$ cat config.mk
export PLATFORM = sky130hd
export DESIGN_NAME = imm_gen_fifo
export DESIGN_NICKNAME = d
export VERILOG_FILES = /design/src/rtl/imm_gen_fifo.sv
export SDC_FILE = /design/constraint.sdc
export NUM_CORES = 1
export LEC_CHECK = 0
export ABC_AREA = 1
export CAP_MARGIN = 40
export CORE_ASPECT_RATIO = 0.6
export CORE_MARGIN = 2
export CORE_UTILIZATION = 40
export DETAILED_ROUTE_END_ITERATION = 7
export HOLD_SLACK_MARGIN = 0.02
export PLACE_DENSITY_LB_ADDON = 0.2
export RECOVER_POWER = 50
export SYNTH_ARGS = -nofsm -noshare
export SYNTH_HDL_FRONTEND = slang
export SYNTH_SLANG_ARGS = --single-unit
export TNS_END_PERCENT = 10
$ cat constraint.sdc
create_clock -name clk -period 2.3 [get_ports clk]
set_input_delay 0.345 -clock clk [delete_from_list [all_inputs] [get_ports clk]]
set_output_delay 0.345 -clock clk [all_outputs]
set_load 0.01 [all_outputs]
$ cat src/rtl/imm_gen_fifo.sv
// Buffered RISC-V immediate generator: I/S/B/U/J extraction into XLEN bits, DEPTH-entry FIFO output.
// Optional Zicsr CSR immediate (ImmSrc=101) is enabled by defining IMM_ZICSR_EN.
module imm_gen_fifo #(
  parameter int XLEN  = 32,
  parameter int DEPTH = 2,
  localparam int LW   = $clog2(DEPTH) + 1
) (
  input  logic            clk,
  input  logic            rst,
  input  logic [31:0]     In,
  input  logic [2:0]      ImmSrc,
  input  logic            in_valid,
  output logic            in_ready,
  output logic [XLEN-1:0] Imm_Ext,
  output logic            imm_err,
  output logic            out_valid,
  input  logic            out_ready,
  output logic [LW-1:0]   level
);

  localparam int PW = $clog2(DEPTH);
  localparam logic [LW-1:0] FULL_LVL  = LW'(DEPTH);
  localparam logic [LW-1:0] LVL_ONE   = LW'(1);
  localparam logic [PW-1:0] PTR_ONE   = PW'(1);

  // Builds one FIFO entry {imm, err}; every legal format is sign-extended from bit 31.
  function automatic logic [XLEN:0] gen_entry(input logic [31:0] ins, input logic [2:0] sel);
    logic [31:0]     v;
    logic [XLEN-1:0] x;
    logic            err;
    v   = 32'h0000_0000;
    x   = {XLEN{1'b0}};
    err = 1'b0;
    case (sel)
      3'b000:  v = {{20{ins[31]}}, ins[31:20]};
      3'b001:  v = {{20{ins[31]}}, ins[31:25], ins[11:7]};
      3'b010:  v = {{20{ins[31]}}, ins[7], ins[30:25], ins[11:8], 1'b0};
      3'b011:  v = {ins[31:12], 12'h000};
      3'b100:  v = {{12{ins[31]}}, ins[19:12], ins[20], ins[30:21], 1'b0};
`ifdef IMM_ZICSR_EN
      3'b101:  v = {27'h000_0000, ins[19:15]};
`endif
      default: err = 1'b1;
    endcase
    if (!err) begin
      x       = {XLEN{v[31]}};
      x[31:0] = v;
    end else begin
      x = {XLEN{1'b0}};
    end
    return {x, err};
  endfunction

  logic [XLEN:0]   mem_r [DEPTH];
  logic [PW-1:0]   wr_ptr_r;
  logic [PW-1:0]   rd_ptr_r;
  logic [LW-1:0]   level_r;
  logic [XLEN:0]   entry_s;
  logic [XLEN:0]   head_s;
  logic            push_s;
  logic            pop_s;
  logic            in_ready_s;
  logic            out_valid_s;

  assign entry_s     = gen_entry(In, ImmSrc);
  assign head_s      = mem_r[rd_ptr_r];
  // No full-bypass: a same-cycle pop never lets a push into a full FIFO.
  assign in_ready_s  = rst && (level_r != FULL_LVL);
  assign out_valid_s = (level_r != {LW{1'b0}});
  assign push_s      = in_valid && in_ready_s;
  assign pop_s       = out_valid_s && out_ready;

  // Storage and pointer update; reset discards every stored entry.
  always_ff @(posedge clk) begin
    if (!rst) begin
      wr_ptr_r <= {PW{1'b0}};
      rd_ptr_r <= {PW{1'b0}};
      for (int i = 0; i < DEPTH; i++) begin
        mem_r[i] <= {(XLEN+1){1'b0}};
      end
    end else begin
      if (push_s) begin
        mem_r[wr_ptr_r] <= entry_s;
        wr_ptr_r        <= wr_ptr_r + PTR_ONE;
      end
      if (pop_s) begin
        rd_ptr_r <= rd_ptr_r + PTR_ONE;
      end
    end
  end

  // Occupancy counter: unchanged when push and pop coincide.
  always_ff @(posedge clk) begin
    if (!rst) begin
      level_r <= {LW{1'b0}};
    end else begin
      case ({push_s, pop_s})
        2'b10:   level_r <= level_r + LVL_ONE;
        2'b01:   level_r <= level_r - LVL_ONE;
        default: level_r <= level_r;
      endcase
    end
  end

  // Head presentation, forced to zero when the FIFO is empty.
  always_comb begin
    Imm_Ext = {XLEN{1'b0}};
    imm_err = 1'b0;
    if (out_valid_s) begin
      Imm_Ext = head_s[XLEN:1];
      imm_err = head_s[0];
    end else begin
      Imm_Ext = {XLEN{1'b0}};
      imm_err = 1'b0;
    end
  end

  assign in_ready  = in_ready_s;
  assign out_valid = out_valid_s;
  assign level     = level_r;

endmodule

==> results by group, run 1 <==
Synthesis
  • Post-synthesis instance total: just over 400
  • Count of different cell masters after synthesis: 21
  • Synth Warn #: 0
  • Yosys top cell area share: between 50% and 60%
  • Synth Cell Area: about 3600 µm²
  • #FFs+latches synth: 71
  • Sequential share of the synthesized area: about 58%
  • Mapped Avg Cell Area: about 8.7 µm²
  • Top post-synthesis cells by area: edfxtp_1 (56%), nand2_1 (12%), nor2_1 (6.5%)
  • Area leader, netlist: edfxtp_1
  • Mapped Nets: 448

Clock network
  • CTS buffer count: 9
  • Clock sinks: roughly 70
  • Hold Buf Count CTS: 0
  • Clk buf depth: 2
  • CTS tree: done
  • Clock root buffer master: clkbuf_16
  • Clk_lat worst skew: about 340 ps
  • PostCTS Resize Cnt: 0
  • Worst-path clk slew: 60 ps
  • Post-CTS setup buffers: 0
  • H-tree depth: 3

Layout
  • NumNets Final: 520
  • Diode count: 0
  • Fillers: roughly 780
  • Final Util: roughly 55%
  • Post-route insts no fill: ~600
  • Fraction of layout cells with a size suffix above 1: 8.04%
  • Synth-to-layout area growth: 32.7%

Setup path
  • Arrival time at the worst endpoint: 1880 ps
  • Worst R2R Path Depth: 5
  • CP cell instances: nor2_1, buf_12, a21oi_1, clkdlybuf4s50_1
  • Critical Setup Path Class: reg2out
  • Critical Path End: Imm_Ext[15]
  • Worst-path fanout max: 35
  • Crit-path slowest cell: clkdlybuf4s50_1
  • Top Family by Delay on Critical Path: buffers and inverters
  • Worst r2r dst: mem_r[0][3]
  • Reg-to-reg startpoint: level[0]
  • WP data required: approximately 2000 ps
  • CP startpoint kind: flip-flop
  • Critical Path Start: level[1]
  • Crit end category: primary output
  • Critical path buffers and inverters: 2
  • R2r setup slk: roughly 270 ps
  • Worst path depth: 4
  • CP max stage delay: between 500 and 600 ps

Timing
  • Setup tns final: 0 ps
  • WHS: about 520 ps
  • Fin worst setup slack: ~70 ps
  • Slew headroom: between 30% and 40%
  • Crit share post-route: 96.9%
  • Max Slew Vio Count: 0
  • Minimum clock period: ~2200 ps
  • Fmax: 448 MHz
  • RSZ-0062 raised after global routing: no
  • Worst Tran Pin Value: between 900 and 1000 ps
  • Hold Vio Cnt, Final: 0
  • Setup violators final: 0
  • Setup Skew: 4.44 ps

Power and ir drop
  • Worst VDD drop: between 0.3 and 0.4 mV
  • Pleak: approximately 1.9 nW
  • PD cells: a little over 800 nW/µm²

Die
  • # IOs: 76
  • Core box area: around 8600 µm²
  • Die area: ~9700 µm²
  • Die Wd: 126 µm
  • Chip Height: just under 80 µm
  • Row cnt: 26
  • Initial Util: between 40% and 50%

Status
  • Status: complete, no violations

Placement
  • Placed Instances: just under 600
  • RePlAce Congestion: between 0.8 and 0.9
  • HPWL after DPL: about 6.1 mm
  • PortBufs: 68
  • Setup WS pre-CTS: -29.0 ps

Global routing
  • Pin count of the biggest net entering global routing: 36
  • First-pass GRT wire length: around 14 mm
  • Vias in the first global route: 2872
  • Total congestion overflow: 0
  • GRT Total Usage: between 10% and 20%
  • Antenna violations before repair: 0

Routing
  • DRT iter0 DRCs: 271
  • DR pass1 iterations: 4
  • Via-to-Cell Ratio: about 5.2
  • DR DRC count: 0
  • Remaining antenna violation count after routing: 0
  • Total number of vias: approximately 3100
  • Drt total wl: slightly above 9 mm
  • Wire per inst: ~15 µm

Min path
  • Hold Path Class: reg2reg

Flow run
  • Max cap viols: 0
layer usage:
layer | share of wire, % | routed length, µm | GRT usage [%]
met1 | 48 | 4380 | 27.8
met2 | 43 | 3900 | 28.3
met3 | 7.4 | 671 | 6.28
met4 | 1.4 | 131 | 6.92
met5 | 0 | 0 | 0
sequential cells by signal, summed over array words and instances, names as in the netlist, named ones only:
signal / flops
level: 2
mem_r: 66
rd_ptr_r: 1
wr_ptr_r: 1
logic make-up after synthesis:
family | Yosys count | synth area share (%)
AOI/OAI and AO/OA | 47 | 6.75
adders and majority gates | 1 | 0.351
and+or+nand+nor | 232 | 27.7
DFF | 71 | 58.5
buffers and inverters | 57 | 6.71
power by group:
part | switching, W | total, W | internal, W
logic | 0.000467 | 0.000806 | 0.000339
registers | 0.0000311 | 0.00155 | 0.00151
clock network | 0.000513 | 0.00146 | 0.000944
worst reg2reg max path, cell delays in order, from the launching register on:
cell and delay [ps]:
dfxtp_1 380, inv_1 90, nand2_1 140, nand4_2 190
nand2_1 110, clkbuf_2 720
worst min path at each step:
stage	startpoint	to	slack [ps]	cells past startpoint
after floorplan	rd_ptr_r	flip-flop	470	2
after global placement	rd_ptr_r	rd_ptr_r	480	2
after detailed placement	rd_ptr_r	flip-flop	510	2
after CTS	rd_ptr_r	flip-flop	520	2
after global routing	rd_ptr_r	flip-flop	540	2
final	rd_ptr_r	flip-flop	520	2
cell type report:
cell class                      instances  area, µm²  share of cell area [%]
Sequential cell                        71       2080                    44.0
Multi-Input combinational cell        280       1240                    26.2
Timing Repair Buffer                   88        838                    17.7
Clock buffer                           10        229                    4.84
Tap cell                              112        140                    2.96
Inverter                               30        113                    2.38
Clock inverter                          6       85.1                    1.80
Yosys cell counts (all sizes together):
cell type  instances
inv               28
a21oi             44
dfxtp              5
o21ai              1
nand2            116
clkinv             2
buf               18
nand3             27
ha                 1
edfxtp            66
nor2              63
a21boi             1
or2                1
o211ai             1
nand4             25
clkbuf             9
cells in the final DEF (no fill, tap or decap):
| cell | netlist | layout |
|---|---|---|
| nand4_2 | 2 | 2 |
| clkbuf_16 | 0 | 9 |
| nand4_1 | 23 | 23 |
| clkbuf_2 | 0 | 2 |
| buf_4 | 1 | 13 |
| buf_12 | 0 | 1 |
| nand2_2 | 1 | 1 |
| clkinvlp_4 | 0 | 1 |
| buf_6 | 0 | 2 |
| or2_2 | 1 | 1 |
| o211ai_1 | 1 | 1 |
| clkdlybuf4s50_1 | 0 | 65 |
| clkinv_4 | 0 | 1 |
| nand3_1 | 27 | 27 |
| ha_1 | 1 | 1 |
| nor2_1 | 62 | 62 |
| clkbuf_1 | 9 | 3 |
| inv_1 | 26 | 26 |
| clkinv_2 | 0 | 1 |
| edfxtp_1 | 66 | 66 |
| dfxtp_1 | 5 | 5 |
| nand2_1 | 115 | 115 |
| a21boi_0 | 1 | 1 |
| clkinv_1 | 2 | 3 |
| nor2_2 | 1 | 1 |
| inv_2 | 2 | 2 |
| bufinv_16 | 0 | 2 |
| a21oi_1 | 44 | 44 |
| o21ai_0 | 1 | 1 |
| dlygate4sd3_1 | 0 | 3 |
stage by stage:
step / power, W / instance area (µm²)
6_report: 0.00381 / 4730
5_1_grt: 0.00396 / 4730
4_1_cts: 0.00384 / 4760
3_5_place_dp: 0.00239 / 4450
3_3_place_gp: 0.00238 / 4450
2_1_floorplan: 0.00197 / 3560
(Power assumes the default switching activity.)
==> run 2, diff against run 1 <==
--- a/config.mk
+++ b/config.mk
@@ -14,6 +14,7 @@
 export HOLD_SLACK_MARGIN = 0.02
 export PLACE_DENSITY_LB_ADDON = 0.2
 export RECOVER_POWER = 50
+export SLEW_MARGIN = 20
 export SYNTH_ARGS = -nofsm -noshare
 export SYNTH_HDL_FRONTEND = slang
 export SYNTH_SLANG_ARGS = --single-unit
==> results of run 2 <==
Same layout as run 1: the final DEF is identical, and so are final timing and power.
